**config.mk**
```make
export PLATFORM = sky130hd
export DESIGN_NAME = shift_sequencer
export DESIGN_NICKNAME = d
export VERILOG_FILES = /design/src/rtl/shift_sequencer.sv
export SDC_FILE = /design/constraint.sdc
export NUM_CORES = 1
export LEC_CHECK = 0
export BUFFER_PORTS_ARGS = -buffer_cell sky130_fd_sc_hd__buf_2
export CORE_UTILIZATION = 30
export CTS_CLUSTER_DIAMETER = 150
export DETAILED_ROUTE_END_ITERATION = 8
export HOLD_SLACK_MARGIN = 0.12
export PLACE_DENSITY = 0.58
export SYNTH_ARGS = -nofsm -noshare
export SYNTH_HDL_FRONTEND = slang
export SYNTH_SLANG_ARGS = --single-unit
```
**constraint.sdc**
```tcl
create_clock -name clk -period 3 [get_ports clk]
set_input_delay 0.6 -clock clk [delete_from_list [all_inputs] [get_ports clk]]
set_output_delay 0.6 -clock clk [all_outputs]
set_load 0.005 [all_outputs]
```
**src/rtl/shift_sequencer.sv**
```systemverilog
// -----------------------------------------------------------------------------
// shift_sequencer
//
// Step sequencer for a generative melody voice bank. A free-running divider
// produces one step per 2^DIV_WIDTH clk cycles. On every step the pattern
// shift register is updated according to the feed mode. The register is then
// tapped at four rotated positions per voice to form a 4-bit scale degree,
// together with a per-voice note gate.
//
// Timing, where E is the clock edge at which the divider is all-ones:
//   edge E   : sr updates and step_tick is registered high
//   edge E+1 : scale_degree and gate load from the updated sr, and the
//              optional gate-length counter is reloaded
//
// Parameters
//   SR_WIDTH     pattern shift-register length (>= 8)
//   DIV_WIDTH    step period is 2^DIV_WIDTH clk cycles
//   NUM_VOICES   number of voices (1..4)
//   VOICE_OFFSET tap rotation between successive voices
//   LFSR_TAP     second feedback tap in LFSR mode (1..SR_WIDTH-1)
//   GATE_CYCLES  gate length in clk cycles; 0 means legato (full step)
//
// Ports
//   clk          system clock, rising edge
//   rst          asynchronous active-high reset
//   data_in      asynchronous pattern bit; it is synchronized internally
//   mode         feed mode: 0 external, 1 loop, 2 LFSR, 3 hold
//   step_tick    one-cycle pulse per step
//   sr_state     current shift-register contents
//   scale_degree per-voice 4-bit degree; voice v is at [4v+3:4v]
//   gate         per-voice note gate
// -----------------------------------------------------------------------------
module shift_sequencer #(
  parameter int SR_WIDTH     = 8,
  parameter int DIV_WIDTH    = 20,
  parameter int NUM_VOICES   = 2,
  parameter int VOICE_OFFSET = 1,
  parameter int LFSR_TAP     = 1,
  parameter int GATE_CYCLES  = 0
) (
  input  logic                    clk,
  input  logic                    rst,
  input  logic                    data_in,
  input  logic [1:0]              mode,
  output logic                    step_tick,
  output logic [SR_WIDTH-1:0]     sr_state,
  output logic [4*NUM_VOICES-1:0] scale_degree,
  output logic [NUM_VOICES-1:0]   gate
);

  // Feed-mode encodings.
  localparam logic [1:0] MODE_EXT  = 2'd0;
  localparam logic [1:0] MODE_LOOP = 2'd1;
  localparam logic [1:0] MODE_LFSR = 2'd2;
  localparam logic [1:0] MODE_HOLD = 2'd3;

  // A gate longer than the step period would never be seen to end before the
  // next retrigger, so its length is clamped to one full step.
  localparam int STEP_PERIOD = 2 ** DIV_WIDTH;
  localparam int GATE_LEN    = (GATE_CYCLES >= STEP_PERIOD) ? STEP_PERIOD : GATE_CYCLES;

  // One extra bit so the counter can hold a full step period.
  localparam int GCNT_W = DIV_WIDTH + 1;

  // ---------------------------------------------------------------------------
  // State
  // ---------------------------------------------------------------------------
  logic                    sync_meta_q, sync_meta_d;
  logic                    data_s_q,    data_s_d;
  logic [DIV_WIDTH-1:0]    div_q,       div_d;
  logic [SR_WIDTH-1:0]     sr_q,        sr_d;
  logic                    step_tick_q, step_tick_d;
  logic [4*NUM_VOICES-1:0] degree_q,    degree_d;
  logic [NUM_VOICES-1:0]   gate_q,      gate_d;
  logic [GCNT_W-1:0]       gcnt_q,      gcnt_d;

  logic                    step_edge;
  logic [4*NUM_VOICES-1:0] voice_deg;
  logic [NUM_VOICES-1:0]   voice_gate;

  // ---------------------------------------------------------------------------
  // Voice taps: these are fixed rotations of sr, so every index is a
  // compile-time constant and no multiplexing is needed.
  // ---------------------------------------------------------------------------
  for (genvar v = 0; v < NUM_VOICES; v++) begin : g_voice
    localparam int K  = (v * VOICE_OFFSET) % SR_WIDTH;
    localparam int I3 = (2 + K) % SR_WIDTH;
    localparam int I2 = (3 + K) % SR_WIDTH;
    localparam int I1 = (5 + K) % SR_WIDTH;
    localparam int I0 = (7 + K) % SR_WIDTH;

    assign voice_deg[4*v +: 4] = {sr_q[I3], sr_q[I2], sr_q[I1], sr_q[I0]};
    assign voice_gate[v]       = |voice_deg[4*v +: 4];
  end

  // ---------------------------------------------------------------------------
  // Next-state logic
  // ---------------------------------------------------------------------------
  always_comb begin
    sync_meta_d = data_in;
    data_s_d    = sync_meta_q;

    div_d       = div_q + DIV_WIDTH'(1);
    step_edge   = &div_q;
    step_tick_d = step_edge;

    // mode is only looked at on the step edge, so mode changes made between
    // steps take effect at the next step.
    sr_d = sr_q;
    if (step_edge) begin
      unique case (mode)
        MODE_EXT:  sr_d = {data_s_q, sr_q[SR_WIDTH-1:1]};
        MODE_LOOP: sr_d = {sr_q[0], sr_q[SR_WIDTH-1:1]};
        MODE_LFSR: begin
          // The all-zero state would lock the LFSR; seed a single one at the
          // MSB instead.
          if (sr_q == '0) begin
            sr_d = {1'b1, {(SR_WIDTH-1){1'b0}}};
          end else begin
            sr_d = {sr_q[0] ^ sr_q[LFSR_TAP], sr_q[SR_WIDTH-1:1]};
          end
        end
        MODE_HOLD: sr_d = sr_q;
        default:   sr_d = sr_q;
      endcase
    end

    degree_d = degree_q;
    gate_d   = gate_q;
    gcnt_d   = gcnt_q;

    // Timed gate: the counter is loaded with the gate length on the retrigger
    // edge, so the gates drop exactly GATE_LEN cycles after they rise.
    if (GATE_LEN > 0 && gcnt_q != '0) begin
      gcnt_d = gcnt_q - GCNT_W'(1);
      if (gcnt_q == GCNT_W'(1)) begin
        gate_d = '0;
      end
    end

    // The retrigger edge wins over the gate release. With a saturated gate
    // length both coincide, which gives legato output.
    if (step_tick_q) begin
      degree_d = voice_deg;
      gate_d   = voice_gate;
      if (GATE_LEN > 0) begin
        gcnt_d = GCNT_W'(GATE_LEN);
      end
    end
  end

  // ---------------------------------------------------------------------------
  // Registers
  // ---------------------------------------------------------------------------
  always_ff @(posedge clk or posedge rst) begin
    if (rst) begin
      sync_meta_q <= 1'b0;
      data_s_q    <= 1'b0;
      div_q       <= '0;
      sr_q        <= '0;
      step_tick_q <= 1'b0;
      degree_q    <= '0;
      gate_q      <= '0;
      gcnt_q      <= '0;
    end else begin
      sync_meta_q <= sync_meta_d;
      data_s_q    <= data_s_d;
      div_q       <= div_d;
      sr_q        <= sr_d;
      step_tick_q <= step_tick_d;
      degree_q    <= degree_d;
      gate_q      <= gate_d;
      gcnt_q      <= gcnt_d;
    end
  end

  assign step_tick    = step_tick_q;
  assign sr_state     = sr_q;
  assign scale_degree = degree_q;
  assign gate         = gate_q;

endmodule
```
==> results.sh <==
export IMPL_numClockSinks=40
export IMPL_status="finished clean"
export IMPL_post_cts_buffers=0
export IMPL_max_cap_viol_count=0
export IMPL_pwr_share_clk_pct=40.2
export IMPL_synthTopCellsByArea="dfrtp_1 57%, xnor2_1 6.5%, mux2_2 4.5%"
export IMPL_drtIter0Drc=64
export IMPL_yosysUniqueCellTypes=30
export IMPL_drt_wl_total_mm=3.00
export IMPL_setup_viol=0
export IMPL_setup_worst_path_class="reg -> reg"
export IMPL_syn_avg_cell_area_um2=11.6
export IMPL_min_path_type="reg -> reg"
export IMPL_insertedDiodeCount=0
export IMPL_dpl_hpwl_mm=2.08
export IMPL_dieArea_um2=6130
export IMPL_viasPerCell=4.61
export IMPL_grt_usage_pct=10.9
export IMPL_crit_fanout=10
export IMPL_clkTransAtPathRegs_ns=0.09
export IMPL_p_leak_uw=0.000976
export IMPL_hold_viol=0
export IMPL_cts_resized=0
export IMPL_min_period_ns=1.91
export IMPL_core_region_area_um2=5570
export IMPL_p_seq_share_pct=56.9
export IMPL_tns_ns=0
export IMPL_multiInputGateArea_um2=674
export IMPL_yosys_top_cells_count="40 x dfrtp_1, 13 x xnor2_1, 10 x nand2_1"
export IMPL_switchingPower_uw=215
export IMPL_insertion_delay_ns=0.29
export IMPL_rows=27
export IMPL_cts_buffers_inserted=5
export IMPL_final_cells=250
export IMPL_r2r_setup_slack_ns=1.09
export IMPL_synth_cells=151
export IMPL_cts_htree_levels=2
export IMPL_worstSetupEndpointType="flip-flop"
export IMPL_cp_slowest_cell="or4_4"
export IMPL_synthArstFlopShare_pct=100
export IMPL_hold_buffers=0
export IMPL_synth_cell_area_um2=1750
export IMPL_startpoint_type="flip-flop"
export IMPL_max_stage_delay_ns=0.63
export IMPL_yosysSeqAreaShare_pct=57.3
export IMPL_synth_edf_count=0
export IMPL_synth_top_cell_area_share_pct=57.3
export IMPL_die_h_um=78.3
export IMPL_antenna_found_initial=0
export IMPL_start_util_pct=31.3
export IMPL_combPwrFrac_pct=2.9
export IMPL_rsz0062_at_grt="no"
export IMPL_crit_required_ns=3.21
export IMPL_ir_drop_v=0.000170
export IMPL_fill_cells=554
export IMPL_grt_start_max_net_pins=41
export IMPL_grt_pass1_wl_mm=5.20
export IMPL_wl_per_cell_um=12.0
export IMPL_dr_pass1_iters=4
export IMPL_globalplace_congestion=0.789
export IMPL_min_period_over_period_pct=63.7
export IMPL_yosys_warnings=0
export IMPL_crit_arrival_ns=2.12
export IMPL_syn_nets=161
export IMPL_port_buffers=23
export IMPL_p_per_area_nw_per_um2=470
export IMPL_drive_gt1_share_pct=24.2
export IMPL_slew_headroom_pct=65.7
export IMPL_cp_cell_sequence="nand4_2 > or4_4 > or2_1 > o31ai_2"
export IMPL_hold_slack_ns=0.359
export IMPL_ys_ff_latch=40
export IMPL_final_seq_area_um2=1000
export IMPL_first_global_vias=1106
export IMPL_postRouteAntennaNets=0
export IMPL_fmax_ghz=0.523
export IMPL_root_buffer="clkbuf_8"
export IMPL_p_int_uw=735
export IMPL_area_delta_synth_final_pct=15.6
export IMPL_drv_slew=0
export IMPL_io_pins=24
export IMPL_power_switching_share_pct=22.6
export IMPL_yosysMostFrequentCell="dfrtp_1"
export IMPL_ys_flop_type="dfrtp_1"
export IMPL_tightest_slew_ns=0.510
export IMPL_skew_ns=0.0122
export IMPL_nets=187
export IMPL_fin_util_pct=36.2
export IMPL_clk_path_buf_depth=2
export IMPL_vias=1152
export IMPL_synth_largest_area_cell="dfrtp_1"
export IMPL_grt_ovfl_total=0
export IMPL_die_w_um=78.3
export IMPL_power_uw=949
export IMPL_cts_tree="yes"
export IMPL_drc=0
export IMPL_dp_cells=242
## worst paths after layout
check / start / to / depth (start not counted)
worst max-delay path: div_q[9]$_DFF_PP0_ / sr_state[0]$_DFFE_PP0P_ / 4
worst min-delay path: data_s_d$_DFF_PP0_ / data_s_q$_DFF_PP0_ / 0
worst max register to register: div_q[9]$_DFF_PP0_ / sr_state[0]$_DFFE_PP0P_ / 4
worst min register to register: data_s_d$_DFF_PP0_ / data_s_q$_DFF_PP0_ / 0
max in group asynchronous: rst / div_q[17]$_DFF_PP0_ / 3
min in group asynchronous: rst / scale_degree[1]$_DFFE_PP0P_ / 3
## through the flow
stage,cell area [um2],setup slack [ns]
floorplan,1750,1.13
global placement,1920,1.11
detailed placement,1920,1.09
CTS,2020,1.08
global route,2020,0.974
finish,2020,1.09
## worst max-delay path: cells and delay by family, from the launching register on
kind            cells  cell delay, ns
simple gates        3            1.16
compound gates      1            0.23
flops               1            0.44
## cell type report
| cell class | count | share of cell area [%] |
|---|---|---|
| Clock inverter | 2 | 0.743 |
| Tap cell | 72 | 4.46 |
| Multi-Input combinational cell | 97 | 33.4 |
| Sequential cell | 40 | 49.6 |
| Inverter | 9 | 1.67 |
| Timing Repair Buffer | 24 | 6.07 |
| Clock buffer | 6 | 4.09 |
## cell usage in the layout (no fill, tap or decap), types with 6 or more instances in the layout
master and instances:
xnor2_1 13, o21ai_0 7, mux2_2 7, nor2_1 9
o21ai_1 8, dfrtp_1 40, nand3_1 8, buf_2 23
clkbuf_8 6, nand2_1 10, inv_1 9
## layer usage
metal	GRT usage [%]	wire, um
met3	3.49	123
met5	0	0
met2	17.6	1380
met4	3.33	15
met1	13.9	1480
## logic make-up (layout without fill, tap and decap cells)
family | after synthesis | in the layout | share of synthesized area [%]
muxes | 7 | 7 | 4.51
buffers and inverters | 14 | 41 | 4.08
adders and majority gates | 5 | 5 | 3.58
and+or+nand+nor | 45 | 45 | 14.0
AOI/OAI and AO/OA | 22 | 22 | 7.52
DFF | 40 | 40 | 57.3
xor gates and xnor gates | 18 | 18 | 9.03
## power groups by stage
stage	sequential (uW)	combinational, uW	clock, uW
6_report	540	27.6	381
5_1_grt	541	32.2	416
4_1_cts	540	28.9	390
3_5_place_dp	551	28.7	0
3_3_place_gp	551	28.5	0
2_1_floorplan	551	19.4	0
## registers in the layout (all words and copies together), names as in the netlist
name / flops
data_s_q: 1
sr_state: 8
scale_degree: 7
step_tick: 1
gate: 2
div_q: 20
data_s_d: 1
(Power assumes the default switching activity.)
